[src/rtl/ysyx_rs_age.sv]
// Reservation station with oldest-ready-first selection through an age matrix,
// NWB wakeup ports with dispatch bypass, and an opaque per-entry payload.
`ifndef YSYX_XLEN
`define YSYX_XLEN 64
`endif
`ifndef YSYX_ROB_SIZE
`define YSYX_ROB_SIZE 16
`endif

module ysyx_rs_age #(
  parameter int DEPTH     = 4,
  parameter int NWB       = 2,
  parameter int XLEN      = `YSYX_XLEN,
  parameter int TAG_W     = $clog2(`YSYX_ROB_SIZE) + 1,
  parameter int PAYLOAD_W = 64
) (
  input  logic                       clock,
  input  logic                       reset,
  input  logic                       flush,
  input  logic                       disp_valid,
  output logic                       disp_ready,
  input  logic [TAG_W-1:0]           disp_qj,
  input  logic [TAG_W-1:0]           disp_qk,
  input  logic [XLEN-1:0]            disp_vj,
  input  logic [XLEN-1:0]            disp_vk,
  input  logic [TAG_W-1:0]           disp_dest,
  input  logic [PAYLOAD_W-1:0]       disp_payload,
  input  logic [NWB-1:0]             wb_valid,
  input  logic [NWB*TAG_W-1:0]       wb_tag,
  input  logic [NWB*XLEN-1:0]        wb_data,
  output logic                       iss_valid,
  input  logic                       iss_ready,
  output logic [XLEN-1:0]            iss_vj,
  output logic [XLEN-1:0]            iss_vk,
  output logic [TAG_W-1:0]           iss_dest,
  output logic [PAYLOAD_W-1:0]       iss_payload,
  output logic [$clog2(DEPTH)-1:0]   iss_idx,
  output logic [$clog2(DEPTH):0]     occupancy
);
  localparam int IDX_W = $clog2(DEPTH);
  localparam int OCC_W = IDX_W + 1;

  logic [DEPTH-1:0]     busy_r;
  logic [TAG_W-1:0]     qj_r      [DEPTH];
  logic [TAG_W-1:0]     qk_r      [DEPTH];
  logic [XLEN-1:0]      vj_r      [DEPTH];
  logic [XLEN-1:0]      vk_r      [DEPTH];
  logic [TAG_W-1:0]     dest_r    [DEPTH];
  logic [PAYLOAD_W-1:0] payload_r [DEPTH];
  logic [DEPTH-1:0]     older_r   [DEPTH];  // older_r[i][j]: i allocated before j
  logic [OCC_W-1:0]     occ_r;

  logic [DEPTH-1:0] ready_s;
  logic [IDX_W-1:0] sel_s;
  logic [IDX_W-1:0] alloc_s;
  logic             sel_hit_s;
  logic             alloc_hit_s;
  logic             blocked_s;
  logic             take_s;
  logic             disp_fire_s;
  logic             iss_fire_s;
  logic [XLEN:0]    byp_j_s;
  logic [XLEN:0]    byp_k_s;
  logic [XLEN:0]    wake_j_s [DEPTH];
  logic [XLEN:0]    wake_k_s [DEPTH];

  // Returns {hit, data}; scanning downwards lets the lowest port index win.
  function automatic logic [XLEN:0] wb_lookup(
    input logic [TAG_W-1:0]      tag,
    input logic [NWB-1:0]        v,
    input logic [NWB*TAG_W-1:0]  t,
    input logic [NWB*XLEN-1:0]   d
  );
    logic [XLEN:0] r;
    r = '0;
    for (int p = NWB - 1; p >= 0; p--) begin
      r = (v[p] && (tag != '0) && (t[p*TAG_W +: TAG_W] == tag)) ? {1'b1, d[p*XLEN +: XLEN]} : r;
    end
    return r;
  endfunction

  // Readiness, oldest-ready select and lowest-free allocation.
  always_comb begin
    sel_s       = '0;
    alloc_s     = '0;
    sel_hit_s   = 1'b0;
    alloc_hit_s = 1'b0;
    blocked_s   = 1'b0;
    take_s      = 1'b0;
    for (int i = 0; i < DEPTH; i++) begin
      ready_s[i] = busy_r[i] && (qj_r[i] == '0) && (qk_r[i] == '0);
    end
    for (int i = 0; i < DEPTH; i++) begin
      blocked_s = 1'b0;
      for (int j = 0; j < DEPTH; j++) begin
        blocked_s = blocked_s | (ready_s[j] & older_r[j][i]);
      end
      take_s    = ~sel_hit_s & ready_s[i] & ~blocked_s;
      sel_s     = take_s ? IDX_W'(i) : sel_s;
      sel_hit_s = sel_hit_s | take_s;
      take_s      = ~alloc_hit_s & ~busy_r[i];
      alloc_s     = take_s ? IDX_W'(i) : alloc_s;
      alloc_hit_s = alloc_hit_s | take_s;
    end
  end

  // Wakeup and dispatch-bypass matches against the writeback ports.
  always_comb begin
    byp_j_s = wb_lookup(disp_qj, wb_valid, wb_tag, wb_data);
    byp_k_s = wb_lookup(disp_qk, wb_valid, wb_tag, wb_data);
    for (int i = 0; i < DEPTH; i++) begin
      wake_j_s[i] = wb_lookup(qj_r[i], wb_valid, wb_tag, wb_data);
      wake_k_s[i] = wb_lookup(qk_r[i], wb_valid, wb_tag, wb_data);
    end
  end

  assign disp_ready  = (occ_r < OCC_W'(DEPTH));
  assign disp_fire_s = disp_valid & disp_ready;
  assign iss_fire_s  = sel_hit_s & iss_ready;

  assign iss_valid   = sel_hit_s;
  assign iss_idx     = sel_s;
  assign iss_vj      = sel_hit_s ? vj_r[sel_s]      : '0;
  assign iss_vk      = sel_hit_s ? vk_r[sel_s]      : '0;
  assign iss_dest    = sel_hit_s ? dest_r[sel_s]    : '0;
  assign iss_payload = sel_hit_s ? payload_r[sel_s] : '0;
  assign occupancy   = occ_r;

  // Entry state, age matrix and occupancy update.
  always_ff @(posedge clock) begin
    if (reset || flush) begin
      busy_r <= '0;
      occ_r  <= '0;
      for (int i = 0; i < DEPTH; i++) older_r[i] <= '0;
    end else begin
      for (int i = 0; i < DEPTH; i++) begin
        if (busy_r[i] && wake_j_s[i][XLEN]) begin
          qj_r[i] <= '0;
          vj_r[i] <= wake_j_s[i][XLEN-1:0];
        end
        if (busy_r[i] && wake_k_s[i][XLEN]) begin
          qk_r[i] <= '0;
          vk_r[i] <= wake_k_s[i][XLEN-1:0];
        end
      end
      if (iss_fire_s) busy_r[sel_s] <= 1'b0;
      if (disp_fire_s) begin
        busy_r[alloc_s]    <= 1'b1;
        qj_r[alloc_s]      <= byp_j_s[XLEN] ? '0 : disp_qj;
        vj_r[alloc_s]      <= byp_j_s[XLEN] ? byp_j_s[XLEN-1:0] : disp_vj;
        qk_r[alloc_s]      <= byp_k_s[XLEN] ? '0 : disp_qk;
        vk_r[alloc_s]      <= byp_k_s[XLEN] ? byp_k_s[XLEN-1:0] : disp_vk;
        dest_r[alloc_s]    <= disp_dest;
        payload_r[alloc_s] <= disp_payload;
        older_r[alloc_s]   <= '0;
        // The issuing entry leaves this cycle, so it is not marked older.
        for (int b = 0; b < DEPTH; b++) begin
          older_r[b][alloc_s] <= busy_r[b] && !(iss_fire_s && (sel_s == IDX_W'(b)));
        end
      end
      case ({disp_fire_s, iss_fire_s})
        2'b10:   occ_r <= occ_r + OCC_W'(1);
        2'b01:   occ_r <= occ_r - OCC_W'(1);
        default: occ_r <= occ_r;
      endcase
    end
  end
endmodule

[config.mk]
export PLATFORM = sky130hd
export DESIGN_NAME = ysyx_rs_age
export DESIGN_NICKNAME = d
export VERILOG_FILES = /design/src/rtl/ysyx_rs_age.sv
export SDC_FILE = /design/constraint.sdc
export NUM_CORES = 2
export LEC_CHECK = 0
export BUFFER_PORTS_ARGS = -buffer_cell sky130_fd_sc_hd__buf_2
export CAP_MARGIN = 20
export CORE_ASPECT_RATIO = 0.7
export CORE_MARGIN = 3
export CORE_UTILIZATION = 35
export CTS_BUF_LIST = sky130_fd_sc_hd__clkbuf_8
export DETAILED_ROUTE_END_ITERATION = 16
export HOLD_SLACK_MARGIN = 0.02
export PLACE_DENSITY = 0.52
export SETUP_SLACK_MARGIN = 0.4
export SLEW_MARGIN = 40
export SYNTH_ARGS = -nofsm -noshare
export SYNTH_HDL_FRONTEND = slang
export SYNTH_SLANG_ARGS = --single-unit
export TNS_END_PERCENT = 20
[constraint.sdc]
create_clock -name clock -period 24.4 [get_ports clock]
set_clock_uncertainty 0.1 [all_clocks]
set_input_delay 3.66 -clock clock [delete_from_list [all_inputs] [get_ports clock]]
set_output_delay 3.66 -clock clock [all_outputs]
set_load 0.005 [all_outputs]
# Yosys cells after proc, flatten, opt, wreduce, memory -nomap -nowiden
# Memories as Yosys holds them, arrays and structs flattened.
# Index checks and enable logic that the tools add are counted.
# totals
register_bits	7
mem_bits_rw	844
input_bits	352
out_inout_bits	204
word_cells	349
n_memories	7
# classes
addsub	2
order_cmp	5
eq_ne	29
mux	88
n_bitwise	125
n_reduce_logical	91
# mem_list
memory	depth	width	rd	rd_clocked_by_memory_dff	write_ports	line	text
payload_r	4	64	1	0	1	49	logic [PAYLOAD_W-1:0] payload_r [DEPTH];
vj_r	4	64	1	0	5	46	logic [XLEN-1:0] vj_r [DEPTH];
vk_r	4	64	1	0	5	47	logic [XLEN-1:0] vk_r [DEPTH];
dest_r	4	5	1	0	1	48	logic [TAG_W-1:0] dest_r [DEPTH];
qj_r	4	5	4	0	5	44	logic [TAG_W-1:0] qj_r [DEPTH];
qk_r	4	5	4	0	5	45	logic [TAG_W-1:0] qk_r [DEPTH];
1 more memories	n/a	n/a	n/a	n/a	n/a	n/a	
# op_table
op	count
65-bit two-way mux	20
64-bit two-way mux	5
5-bit == test	20
1-bit logical AND	66
1-bit bitwise AND	60
5-bit nonzero test	10
1-bit two-way mux	49
5-bit logical NOT	8
1-bit bitwise OR	33
1-bit inverter	29
4-bit two-way mux	4
5-bit two-way mux	3
2-bit == test (second input constant)	7
2-bit two-way mux	4
2-bit by 3-bit < comparator with 1-bit output (second input constant)	2
3-bit case mux with 2 select lines	1
4-bit bitwise AND	1
1-bit demux with 2-bit select	2
2-bit by 1-bit == test with 1-bit output (second input constant)	2
2-bit by 1-bit >= comparator with 1-bit output (second input constant)	2
1-bit logical NOT	4
4-bit inverter	1
4-bit bitwise OR	1
3-bit by 1-bit adder with 3-bit output (second input constant)	1
5 further kinds	5

# Longest topological paths before layout
# logic_depth
ltp_word	31
depth_mapped	16
ltp_nobuf	13

# Worst setup path after synthesis
# Ideal clock, no wire load.
# synth_timing
kind	input to register
from	input wb_tag[4]
to	memory qk_r[3][0] (netlist name) (enable)
setup_time_ns	0.591
arrival_ns	9.795
required_time_ns	23.709
slack_ns	13.914
path_stages	7
n_path_buf	2
cell_sequence	buf_2 -> xor2_1 -> nor4_1 -> o2111a_1 -> clkbuf_1 -> nor2_1 -> o21ai_0
# synth_lines
item	line	text
from (decl)	29	input logic [NWB*TAG_W-1:0] wb_tag,
to (decl)	45	

==> summary.log <==
[routing] sum of routed wire length over all layers 215900 µm
[routing] average via count per standard cell 6.383
[pwr] Switch Pwr 846.4 µW
[timing] number of max-slew violations in the final report 0
[die] boundary pin count 556
[synthesis] top cells by area, synth sky130_fd_sc_hd__edfxtp_1 55%, sky130_fd_sc_hd__a221oi_1 7.4%, sky130_fd_sc_hd__nor2_1 7.3%, sky130_fd_sc_hd__clkbuf_1 4.0%, sky130_fd_sc_hd__o21ai_0 3.0%
[global_route] overflow left after global routing 0
[synthesis] number of distinct library cell variants in the gate-level netlist after synthesis 56
[synthesis] most numerous cell types in the synthesized netlist 887 x sky130_fd_sc_hd__nor2_1, 828 x sky130_fd_sc_hd__edfxtp_1, 482 x sky130_fd_sc_hd__clkbuf_1, 384 x sky130_fd_sc_hd__a221oi_1, 361 x sky130_fd_sc_hd__nand2_1
[timing] post-route setup slack 15.11 ns
[synthesis] syn_nets 4953
[pwr] overall power after layout 3.119 mW
[synthesis] YS warnings 0
[timing] Hold Violations, Final 0
[pwr] proportion of power drawn by combinational gates 0.082
[worst_hold_path] class of the tightest hold or removal check reg -> reg
[placed_design] quantity of I/O buffers inserted on ports 555
[placed_design] final HPWL from detailed placement 126800 µm
[clock_tree] # Post-CTS Setup Buffers 0
[clock_tree] number of gates given a new drive strength after cts 0
[timing] final total negative setup slack 0 ns
[synthesis] share of the synthesized area in compound gates (AO/OA/AOI/OAI) 0.2032
[synthesis] post-synthesis async set-or-reset flop share 0
[pwr] Switching Fraction 0.2714
[pwr] relative contribution of the clock network to total power 0.400
[global_route] wire length of the first global-routing pass 303000 µm
[layout] Util after Layout 0.4095
[global_route] All-Layer GR Usage 0.3098
[synthesis] post-synthesis adder-cell area fraction 0.0007178
[global_route] pin count of the biggest net entering global routing 142
[setup_path] launching element type of the critical path register
[timing] final period utilization 0.3809
[routing] Remaining DRCs 0
[clock_tree] maximum count of clock buffers along a single path 3
[synthesis] main combinational cell family by area after synthesis compound AO/OA/AOI/OAI gates
[setup_path] Crit Path Max Fanout 55
[setup_path] critical path endpoint category primary output
[outcome] run status finished clean
[timing] number of setup violations in the final report 0
[timing] unrepaired setup endpoints after global routing false
[die] initial core utilization 0.3558
[global_route] number of global-route vias before repair 39880
[clock_tree] worst-skew pair later-pin latency 0.88 ns
[synthesis] commonest register cell after synthesis sky130_fd_sc_hd__edfxtp_1
[timing] Max Fclk 107.6 MHz
[clock_tree] Clock Sink Count 851
[placed_design] RePlAce Congestion 0.8686
[pwr] Int Pwr 2.272 mW
[layout] total number of nets in the final design 5196
[pwr] proportion of power drawn by flip-flops and latches 0.518
[synthesis] Gate Count Post-Synth 4599
[pwr] leakage power summed over all cells 18.56 nW
[placed_design] placed cell count 6406
[clock_tree] CTS root buf sky130_fd_sc_hd__clkbuf_8
[clock_tree] CTS clock-pin slew for the worst setup and hold paths 0.06 ns
[flow_run] total of max-cap violations 0
[synthesis] share of the synthesized area in the top cell type 0.5486
[layout] Layout Cells excl Fill 6702
[synthesis] summed instance area of the synthesized netlist 0.04532 mm²
[setup_path] data arrival time of the critical path 5.53 ns
[die] die outline height 307.1 µm
[clock_tree] Num CTS Buffers 149
[synthesis] most common cell in the synthesized netlist sky130_fd_sc_hd__nor2_1
[synthesis] Seq cells post-synth 851
[setup_path] critical path start-end classification reg -> out
[routing] drt first-iter violations 7299
[die] area of the die 0.1339 mm²
[placed_design] Setup Slack @ Placement 16.20 ns
[layout] layout cells sized above 1 0.1828
[synthesis] mean post-synth cell area 9.855 µm²
[routing] number of nets with antenna violations after detailed routing 0
[pwr] pwr dens 59.79 mW/mm²
[timing] worst-case headroom to the max-slew limit 0.3635
[die] Cell Rows 109
[layout] layout-stage area growth over the synthesis result 15.08%
[synthesis] Synth area leader sky130_fd_sc_hd__edfxtp_1
[die] Placeable Area 0.1274 mm²
[setup_path] required time at the worst-slack endpoint 20.64 ns
[pwr] IR Drop Worst-Case VDD 36.42 µV
[routing] via count of the routed design 42780
[synthesis] EDFF count, synth 828
[timing] Slew @ Worst Pin 0.9547 ns
[synthesis] simple-gate portion of the synthesized area 0.1657
[synthesis] share of synthesized area spent on multiplexers 0
[routing] drt wl/cell 32.22 µm
[clock_tree] CTS H-tree lvls 4
[die] Die Wd 436.1 µm
[synthesis] synthesized-area fraction occupied by xor and xnor cells 0.01933
[clock_tree] clock tree from TritonCTS built
[routing] Pre-antenna DRT Iters 10
[global_route] initial antenna violation count 41
[synthesis] share of synthesized area occupied by flip-flops and latches 0.5588
[clock_tree] number of buffers inserted for hold repair after clock tree synthesis 0
[timing] final critical-path required period 9.294 ns
[flip-flops by register name, indices dropped and copies added, names as in the netlist]
register,flops
busy_r,4
dest_r,20
occupancy,3
older_r,16
payload_r,256
qj_r,20
qk_r,20
vj_r,256
vk_r,256
[per-stage QoR]
step	hold WS, ns	area (µm²)
floorplan	0.3304	45320
global route	0.3804	52150
CTS	0.3715	51960
detailed placement	0.3627	49320
finish	0.3734	52160
global placement	0.3534	48980
[worst paths after layout]
kind	slack [ns]	cells after the start	startpoint	end
setup / recovery	15.11	10	qk_r[1][0]$_SDFFCE_PN0P_	iss_vj[41]
hold reg to reg	0.37	2	older_r[0][1]$_SDFFE_PP0P_	older_r[0][1]$_SDFFE_PP0P_
setup reg to reg	19.66	15	qj_r[0][1]$_SDFFCE_PN0P_	occupancy[2]$_SDFFE_PN0P_
hold / removal	0.37	2	older_r[0][1]$_SDFFE_PP0P_	older_r[0][1]$_SDFFE_PP0P_
[layer usage]
layer,wire length [µm],share of wire,track usage
met1,89190,0.41,0.4384
met2,91340,0.42,0.4462
met3,26620,0.12,0.08293
met4,8725,0.040,0.1312
met5,31,0.00014,0
[worst max-delay path, cell delays in order (launching register included)]
cell and delay (ns):
sky130_fd_sc_hd__edfxtp_1 0.47, sky130_fd_sc_hd__nor4_2 0.45, sky130_fd_sc_hd__nand4_1 0.25, sky130_fd_sc_hd__a2111oi_4 0.40
sky130_fd_sc_hd__buf_4 0.69, sky130_fd_sc_hd__and2_4 0.62, sky130_fd_sc_hd__buf_12 0.28, sky130_fd_sc_hd__buf_4 0.71
sky130_fd_sc_hd__a222oi_1 0.34, sky130_fd_sc_hd__nand2_1 0.16, sky130_fd_sc_hd__buf_2 0.14
[layout make-up]
type	count	area [µm²]
Clock buffer	155	2133
Tap cell	1720	2152
Multi-Input combinational cell	3158	17940
Antenna cell	27	67.56
Sequential cell	851	25320
Clock inverter	109	503.0
Timing Repair Buffer	670	3959
Fill cell	12530	75220
Inverter	12	80.08
[power groups by stage]
stage               clock (mW)  sequential, mW  combinational, mW
finish                    1.25            1.62              0.257
global route              1.33            1.62              0.268
CTS                       1.27            1.62              0.246
detailed placement           0            1.65              0.245
global placement             0            1.65              0.242
floorplan                    0            1.65              0.127
[cells in the final DEF, fill, tap and decap left out, types with 33 or more instances in the layout]
master                     synthesis  layout
sky130_fd_sc_hd__xor2_1           33      33
sky130_fd_sc_hd__buf_2            40     557
sky130_fd_sc_hd__o21ai_0         273     265
sky130_fd_sc_hd__a21oi_1         159     159
sky130_fd_sc_hd__clkbuf_8          0     155
sky130_fd_sc_hd__nand2_1         361     361
sky130_fd_sc_hd__nand4_1          33      33
sky130_fd_sc_hd__clkinv_1          1      39
sky130_fd_sc_hd__edfxtp_1        828     828
sky130_fd_sc_hd__xnor2_1          67      67
sky130_fd_sc_hd__o21ai_1          93      93
sky130_fd_sc_hd__a31oi_1         130     130
sky130_fd_sc_hd__and3_1           67      67
sky130_fd_sc_hd__nand3_1         141     140
sky130_fd_sc_hd__a22oi_1         154     154
sky130_fd_sc_hd__nor3_1          136     135
sky130_fd_sc_hd__a221oi_1        384     384
sky130_fd_sc_hd__and2_1           46      45
sky130_fd_sc_hd__a222oi_1        106     106
sky130_fd_sc_hd__buf_4             7      73
sky130_fd_sc_hd__nor2_1          887     879
sky130_fd_sc_hd__inv_1             9      54
[cell families (layout without fill, tap and decap cells)]
kind of cell,Yosys count,after routing
compound gates,1317,1317
xor+xnor,100,100
fa+ha+maj,2,2
buf+inv,590,946
flops,851,851
other cells,0,27
simple gates,1739,1739
No activity file was read; power rests on OpenSTA's default activity.
